--- src/rtl/sr_seq_pkg.sv ---
// Shared state encoding and counter sizing helpers for the SR latch command sequencer.
package sr_seq_pkg;

    localparam logic [1:0] ST_IDLE  = 2'd0;
    localparam logic [1:0] ST_SET_P = 2'd1;
    localparam logic [1:0] ST_RST_P = 2'd2;
    localparam logic [1:0] ST_HOLD  = 2'd3;

    typedef enum logic [1:0] {
        IDLE  = ST_IDLE,
        SET_P = ST_SET_P,
        RST_P = ST_RST_P,
        HOLD  = ST_HOLD
    } sr_state_e;

    // Bits needed to hold the values 0 .. n-1 (never less than one bit).
    function automatic int cnt_width(input int n);
        return (n <= 2) ? 1 : $clog2(n);
    endfunction

    function automatic int max_int(input int a, input int b);
        return (a > b) ? a : b;
    endfunction

endpackage

--- src/rtl/sr_cmd_sequencer_if.sv ---
// Request/pulse bundle between the raw request sources and the sequencer.
// The conflict flag exists only when SR_CONFLICT_FLAG_EN is defined.
interface sr_cmd_sequencer_if;
    logic set_raw;
    logic reset_raw;
    logic set_o;
    logic reset_o;
    logic busy;
    logic q_track;
`ifdef SR_CONFLICT_FLAG_EN
    logic conflict;
`endif

    modport master (
        output set_raw, reset_raw,
        input  set_o, reset_o, busy, q_track
`ifdef SR_CONFLICT_FLAG_EN
        , input conflict
`endif
    );

    modport slave (
        input  set_raw, reset_raw,
        output set_o, reset_o, busy, q_track
`ifdef SR_CONFLICT_FLAG_EN
        , output conflict
`endif
    );
endinterface

--- src/rtl/sr_debounce.sv ---
// Two-flop synchroniser, counter debouncer and registered rising-edge strobe for one
// raw request line.
module sr_debounce
    import sr_seq_pkg::*;
#(
    parameter int DEBOUNCE_CYCLES = 8
) (
    input  logic clk,
    input  logic rst_n,
    input  logic raw_i,
    output logic rise_o
);

    localparam int CW = cnt_width(DEBOUNCE_CYCLES);

    logic          sync1_q;
    logic          sync2_q;
    logic          stable_q;
    logic          stable_d;
    logic          rise_q;
    logic          rise_d;
    logic [CW-1:0] cnt_q;
    logic [CW-1:0] cnt_d;

    // Accept a new level only after it has differed from the stable one long enough.
    always_comb begin
        stable_d = stable_q;
        rise_d   = 1'b0;
        cnt_d    = '0;
        if (sync2_q == stable_q) begin
            cnt_d = '0;
        end else if (cnt_q == CW'(DEBOUNCE_CYCLES - 1)) begin
            stable_d = ~stable_q;
            rise_d   = ~stable_q;
            cnt_d    = '0;
        end else begin
            cnt_d = cnt_q + CW'(1);
        end
    end

    // Synchroniser and debounce state.
    always_ff @(posedge clk or negedge rst_n) begin
        if (!rst_n) begin
            sync1_q  <= 1'b0;
            sync2_q  <= 1'b0;
            stable_q <= 1'b0;
            rise_q   <= 1'b0;
            cnt_q    <= '0;
        end else begin
            sync1_q  <= raw_i;
            sync2_q  <= sync1_q;
            stable_q <= stable_d;
            rise_q   <= rise_d;
            cnt_q    <= cnt_d;
        end
    end

    assign rise_o = rise_q;

endmodule

--- src/rtl/sr_cmd_sequencer.sv ---
// Turns debounced set/reset requests into exclusive fixed-width pulses for a NOR SR latch.
// Optional sticky conflict flag: define SR_CONFLICT_FLAG_EN.
module sr_cmd_sequencer
    import sr_seq_pkg::*;
#(
    parameter int DEBOUNCE_CYCLES = 8,
    parameter int PULSE_CYCLES    = 4,
    parameter int HOLDOFF_CYCLES  = 2
) (
    input  logic                clk,
    input  logic                rst_n,
    sr_cmd_sequencer_if.slave   bus
);

    localparam int CW = cnt_width(max_int(PULSE_CYCLES, HOLDOFF_CYCLES));

    logic          set_rise_s;
    logic          rst_rise_s;
    logic          set_pend_q, set_pend_d;
    logic          rst_pend_q, rst_pend_d;
    sr_state_e     state_q, state_d;
    logic [CW-1:0] cnt_q, cnt_d;
    logic          set_q, set_d;
    logic          reset_q, reset_d;
    logic          busy_q, busy_d;
    logic          q_track_q, q_track_d;

    sr_debounce #(.DEBOUNCE_CYCLES(DEBOUNCE_CYCLES)) u_db_set (
        .clk    (clk),
        .rst_n  (rst_n),
        .raw_i  (bus.set_raw),
        .rise_o (set_rise_s)
    );

    sr_debounce #(.DEBOUNCE_CYCLES(DEBOUNCE_CYCLES)) u_db_rst (
        .clk    (clk),
        .rst_n  (rst_n),
        .raw_i  (bus.reset_raw),
        .rise_o (rst_rise_s)
    );

    // Pulse/holdoff sequencing; reset wins and swallows a simultaneous set request.
    always_comb begin
        state_d    = state_q;
        cnt_d      = cnt_q;
        set_pend_d = set_pend_q;
        rst_pend_d = rst_pend_q;
        q_track_d  = q_track_q;
        case (state_q)
            IDLE: begin
                if (rst_pend_q) begin
                    state_d    = RST_P;
                    cnt_d      = CW'(PULSE_CYCLES - 1);
                    rst_pend_d = 1'b0;
                    set_pend_d = 1'b0;
                    q_track_d  = 1'b0;
                end else if (set_pend_q) begin
                    state_d    = SET_P;
                    cnt_d      = CW'(PULSE_CYCLES - 1);
                    set_pend_d = 1'b0;
                    q_track_d  = 1'b1;
                end else begin
                    state_d = IDLE;
                end
            end
            SET_P, RST_P: begin
                if (cnt_q == '0) begin
                    state_d = HOLD;
                    cnt_d   = CW'(HOLDOFF_CYCLES - 1);
                end else begin
                    cnt_d = cnt_q - CW'(1);
                end
            end
            HOLD: begin
                if (cnt_q == '0) begin
                    state_d = IDLE;
                    cnt_d   = '0;
                end else begin
                    cnt_d = cnt_q - CW'(1);
                end
            end
            default: begin
                state_d = IDLE;
                cnt_d   = '0;
            end
        endcase
        set_pend_d = set_pend_d | set_rise_s;
        rst_pend_d = rst_pend_d | rst_rise_s;
        set_d      = (state_d == SET_P);
        reset_d    = (state_d == RST_P);
        busy_d     = (state_d != IDLE);
    end

    // Sequencer state and registered outputs.
    always_ff @(posedge clk or negedge rst_n) begin
        if (!rst_n) begin
            state_q    <= IDLE;
            cnt_q      <= '0;
            set_pend_q <= 1'b0;
            rst_pend_q <= 1'b0;
            set_q      <= 1'b0;
            reset_q    <= 1'b0;
            busy_q     <= 1'b0;
            q_track_q  <= 1'b0;
        end else begin
            state_q    <= state_d;
            cnt_q      <= cnt_d;
            set_pend_q <= set_pend_d;
            rst_pend_q <= rst_pend_d;
            set_q      <= set_d;
            reset_q    <= reset_d;
            busy_q     <= busy_d;
            q_track_q  <= q_track_d;
        end
    end

    assign bus.set_o   = set_q;
    assign bus.reset_o = reset_q;
    assign bus.busy    = busy_q;
    assign bus.q_track = q_track_q;

`ifdef SR_CONFLICT_FLAG_EN
    logic conflict_q;

    // Sticky record of an accept that found both requests pending.
    always_ff @(posedge clk or negedge rst_n) begin
        if (!rst_n) begin
            conflict_q <= 1'b0;
        end else begin
            conflict_q <= conflict_q | ((state_q == IDLE) & set_pend_q & rst_pend_q);
        end
    end

    assign bus.conflict = conflict_q;
`endif

endmodule

--- src/flat_wrapper.sv ---
// flat-port wrapper written by rule: the top's interface ports become plain ports
module sr_cmd_sequencer_flat import sr_seq_pkg::*;
#(
    parameter int DEBOUNCE_CYCLES = 8,
    parameter int PULSE_CYCLES    = 4,
    parameter int HOLDOFF_CYCLES  = 2
)
  (clk, rst_n, bus_set_raw, bus_reset_raw, bus_set_o, bus_reset_o, bus_busy, bus_q_track);
  sr_cmd_sequencer_if bus_i ();
  input  logic clk;
  input  logic rst_n;
  input wire logic [$bits(bus_i.set_raw)-1:0] bus_set_raw;
  input wire logic [$bits(bus_i.reset_raw)-1:0] bus_reset_raw;
  output wire logic [$bits(bus_i.set_o)-1:0] bus_set_o;
  output wire logic [$bits(bus_i.reset_o)-1:0] bus_reset_o;
  output wire logic [$bits(bus_i.busy)-1:0] bus_busy;
  output wire logic [$bits(bus_i.q_track)-1:0] bus_q_track;
  assign bus_i.set_raw = bus_set_raw;
  assign bus_i.reset_raw = bus_reset_raw;
  assign bus_set_o = bus_i.set_o;
  assign bus_reset_o = bus_i.reset_o;
  assign bus_busy = bus_i.busy;
  assign bus_q_track = bus_i.q_track;
  sr_cmd_sequencer #(.DEBOUNCE_CYCLES(DEBOUNCE_CYCLES), .PULSE_CYCLES(PULSE_CYCLES), .HOLDOFF_CYCLES(HOLDOFF_CYCLES)) u_core (.clk(clk), .rst_n(rst_n), .bus(bus_i));
endmodule
--- config.mk ---
export PLATFORM = sky130hd
export DESIGN_NAME = sr_cmd_sequencer_flat
export DESIGN_NICKNAME = d
export VERILOG_FILES = /design/src/rtl/sr_seq_pkg.sv /design/src/rtl/sr_cmd_sequencer_if.sv /design/src/rtl/sr_debounce.sv /design/src/rtl/sr_cmd_sequencer.sv /design/src/flat_wrapper.sv
export SDC_FILE = /design/constraint.sdc
export NUM_CORES = 1
export LEC_CHECK = 0
export CORE_ASPECT_RATIO = 0.8
export CORE_MARGIN = 5
export CORE_UTILIZATION = 49
export DETAILED_ROUTE_END_ITERATION = 8
export GPL_ROUTABILITY_DRIVEN = 0
export PLACE_DENSITY = 0.72
export SETUP_SLACK_MARGIN = 0.4
export SLEW_MARGIN = 0
export SYNTH_ARGS = -nofsm -noshare
export SYNTH_HDL_FRONTEND = slang
export SYNTH_SLANG_ARGS = --single-unit
--- constraint.sdc ---
create_clock -name clk -period 1.2 [get_ports clk]
set_input_delay 0.24 -clock clk [delete_from_list [all_inputs] [get_ports clk]]
set_output_delay 0.24 -clock clk [all_outputs]
set_load 0.02 [all_outputs]
==> impl_metrics.csv <==
group,metric,value,unit
routing,drt_iter0_markers,10,
global_routing,grt_start_max_net_pins,25,
clock_tree,cts.path.max_buffers,2,
sta,timing.slew.headroom,77.5,%
die,die_y,49.5,um
worst_setup_path,cp_slowest_stage_delay,0.42,ns
sta,final-max-slew-violation-count,0,
logic_synthesis,post_synthesis_sequential_element_count,24,
worst_hold_path,min-delay-path-class,"input pin to async pin",
logic_synthesis,yosys_warning_total,0,
sta,setup_viol_count_final,0,
cells_and_area,multi_input_area,443,sq um
placed_design,postPlaceCellArea,1170,sq um
global_routing,antenna_found_initial,0,
global_routing,track_usage,13.4,%
die,coreArea,1870,sq um
sta,hold_slack,0.250,ns
pwr,power_leakage,0.626,nW
clock_tree,clock_tree.root_cell,"clkbuf_4",
clock_tree,cts.clk_slew.worst_paths,0.13,ns
run_status,run_status,"complete, no violations",
pwr,vdd.ir_drop.worst,1.15,mV
cells_and_area,fillers,121,
logic_synthesis,netlist_area_before_placement,953,sq um
routing,remaining_drc_errors,0,
worst_setup_path,timing.critical_path.to_type,"flip-flop",
clock_tree,cts_max_level,1,
worst_setup_path,arrival,1.37,ns
logic_synthesis,post_synth.cell_area_avg,12.9,sq um
logic_synthesis,netlist_top_cells_area,"dfrtp_1, ha_1, o21ai_4",
sta,fin_crit_sh,97.8,%
sta,hold_viol,0,
sta,tightest_slew,0.336,ns
logic_synthesis,synth.net_count,84,
global_routing,grt_remaining_overflow,0,
clock_tree,cts.sinks,24,
logic_synthesis,seq_area_frac_synth,63.0,%
clock_tree,cts-buffers-inserted,3,
cells_and_area,area.growth.synth_to_final,39.6,%
run,max_cap_viol_count,0,
cells_and_area,summed_area_of_non_filler_cells_in_the_final_layout,1330,sq um
global_routing,grt_pass1_vias,665,
routing,detailroute.via_count,616,
cells_and_area,post_layout_nonfiller_instances,120,
logic_synthesis,yosysTopAreaCell,"dfrtp_1",
die,floorplan.rows,14,
logic_synthesis,synthCells,74,
routing,drt-wirelength-per-cell,13.5,um
sta,max_clock_skew,0.00484,ns
worst_setup_path,timing.setup.critical_path_class,"flip-flop to flip-flop",
cells_and_area,drive_above_1_share,42.7,%
placed_design,placed_cells,108,
placed_design,dp_hpwl,1100,um
sta,layout_min_cycle_time,1.17,ns
cells_and_area,num_antenna_cells,0,
cells_and_area,finalNetCount,107,
sta,rsz_0062_raised_after_global_routing,"yes",
logic_synthesis,synthDistinctLibCells,27,
worst_setup_path,cp_data_required_time,1.40,ns
routing,routed_wl,1620,um
die,die_outline_area,2930,sq um
die,io_pins,8,
cells_and_area,finish.utilization,71.0,%
routing,ant_nets,0,
placed_design,place.port_buffers,7,
clock_tree,tritoncts_clock_tree,"built",
pwr,cellPowerDensity,1820,nW/um^2
logic_synthesis,synth.top_cell.area_share,63.0,%
routing,routed_via_density,5.13,
sta,max_freq,852,MHz
die,initial_utilization,50.9,%
global_routing,grt_first_pass_wirelength,2920,um
clock_tree,clk_latency,0.31,ns
worst_setup_path,worstPathMaxFanout,5,
worst_setup_path,timing.critical_path.cells,"ha_2 > o21a_1 > o21ai_4 > o22ai_1",
cells_and_area,final-seq-area,601,sq um
die,floorplan.die.width,59.3,um
worst_setup_path,crit_path_top_delay_cell,"dfrtp_1",
worst_setup_path,crit_path_start_kind,"flip-flop",
routing,drt-pass1-iter-count,3,
==> timing repair <==
item / 4_1_cts / 5_1_grt
resized for setup: 25 / 8
setup endpoints to repair: 24 / 24
setup buffers: 6 / 2
pin swaps: 6 / 5
hold buffers: 0 / 0
==> cell type report <==
type / instances / share of cell area [%]
clock buffers: 3 / 1.69
clock inverters: 1 / 2.26
inverters: 5 / 1.79
multi-input cells: 44 / 33.3
flip-flops and latches: 24 / 45.1
well taps: 24 / 2.26
repair buffers: 19 / 13.6
==> cell families (layout without fill, tap and decap cells) <==
| family | Yosys count | after routing | share of synthesized area (%) |
|---|---|---|---|
| muxes | 1 | 1 | 1.18 |
| AOI/OAI and AO/OA | 20 | 20 | 15.4 |
| DFF | 24 | 24 | 63.0 |
| xor gates and xnor gates | 2 | 2 | 1.84 |
| adders and majority gates | 6 | 6 | 7.87 |
| and+or+nand+nor | 15 | 15 | 8.27 |
| buffers and inverters | 6 | 28 | 2.49 |
==> placed cells by master (no fill, tap or decap), types with 3 or more instances in the layout <==
cell / count
dfrtp_1: 24
buf_4: 10
ha_4: 5
buf_6: 5
o21ai_1: 4
inv_1: 3
nand2_1: 3
nor2_1: 3
a21oi_1: 3
clkbuf_4: 3
clkdlybuf4s50_1: 3
==> per-stage QoR <==
step / total power [mW] / setup slack [ns] / setup TNS, ns
floorplan: 1.48 / 0.0684 / 0
global placement: 1.62 / 0.0340 / 0
detailed placement: 1.66 / 0.0210 / 0
CTS: 2.32 / 0.0382 / 0
global route: 2.58 / -0.0318 / -0.0928
finish: 2.42 / 0.0260 / 0
==> path summary, 6_finish.rpt <==
path                                    startpoint  slack, ns  cells past startpoint                       end
max                              u_core.state_q[1]       0.03                      4         u_core.state_q[0]
min                                          rst_n       0.25                      2  u_core.u_db_rst.cnt_q[2]
max reg2reg                      u_core.state_q[1]       0.03                      4         u_core.state_q[0]
min reg2reg                u_core.u_db_set.sync1_q       0.37                      0   u_core.u_db_set.sync2_q
max in group asynchronous                    rst_n       0.81                      2         u_core.rst_pend_q
min in group clk                       bus_set_raw       0.35                      1   u_core.u_db_set.sync1_q
==> layer usage <==
metal	track usage, %	wire length [um]
met3	4.18	60
met4	6.79	10
met5	0	0
met1	15.7	701
met2	21.6	850
==> sequential cells by signal, summed over array words and instances, names as in the netlist, 2 cells and up <==
signal,cells
u_core.cnt_q,2
u_core.state_q,2
u_core.u_db_rst.cnt_q,3
u_core.u_db_set.cnt_q,3
==> worst max-delay path: cells and delay by family, from the launching register on <==
kind / cells / cell delay, ns
AOI/OAI and AO/OA: 3 / 0.43
DFF: 1 / 0.42
adders and majority gates: 1 / 0.21
==> power breakdown <==
group          total (mW)  internal [mW]  switching (mW)  leakage [nW]
Combinational       0.719          0.437           0.281         0.279
Sequential           1.12          0.968           0.156         0.319
Clock               0.573          0.338           0.235        0.0279
==> Yosys cell counts <==
cell type and n:
dfrtp_1 24, ha_1 6, inv_1 4, nand2_1 4, a21oi_1 3, nor2_1 3, o21ai_0 3, a21o_1 2
and2_1 2, nor3_1 2, nor3b_1 2, o21ai_1 2, o22ai_1 2, o31ai_1 2, a22oi_1 1, a2bb2oi_2 1
and3b_1 1, buf_2 1, clkinv_1 1, mux2_2 1, nor2b_1 1, o211ai_1 1, o21a_1 1, o21ai_4 1
o21ba_2 1, xnor2_1 1, xor2_1 1
Note: power is estimated with default switching activity, not from simulation.
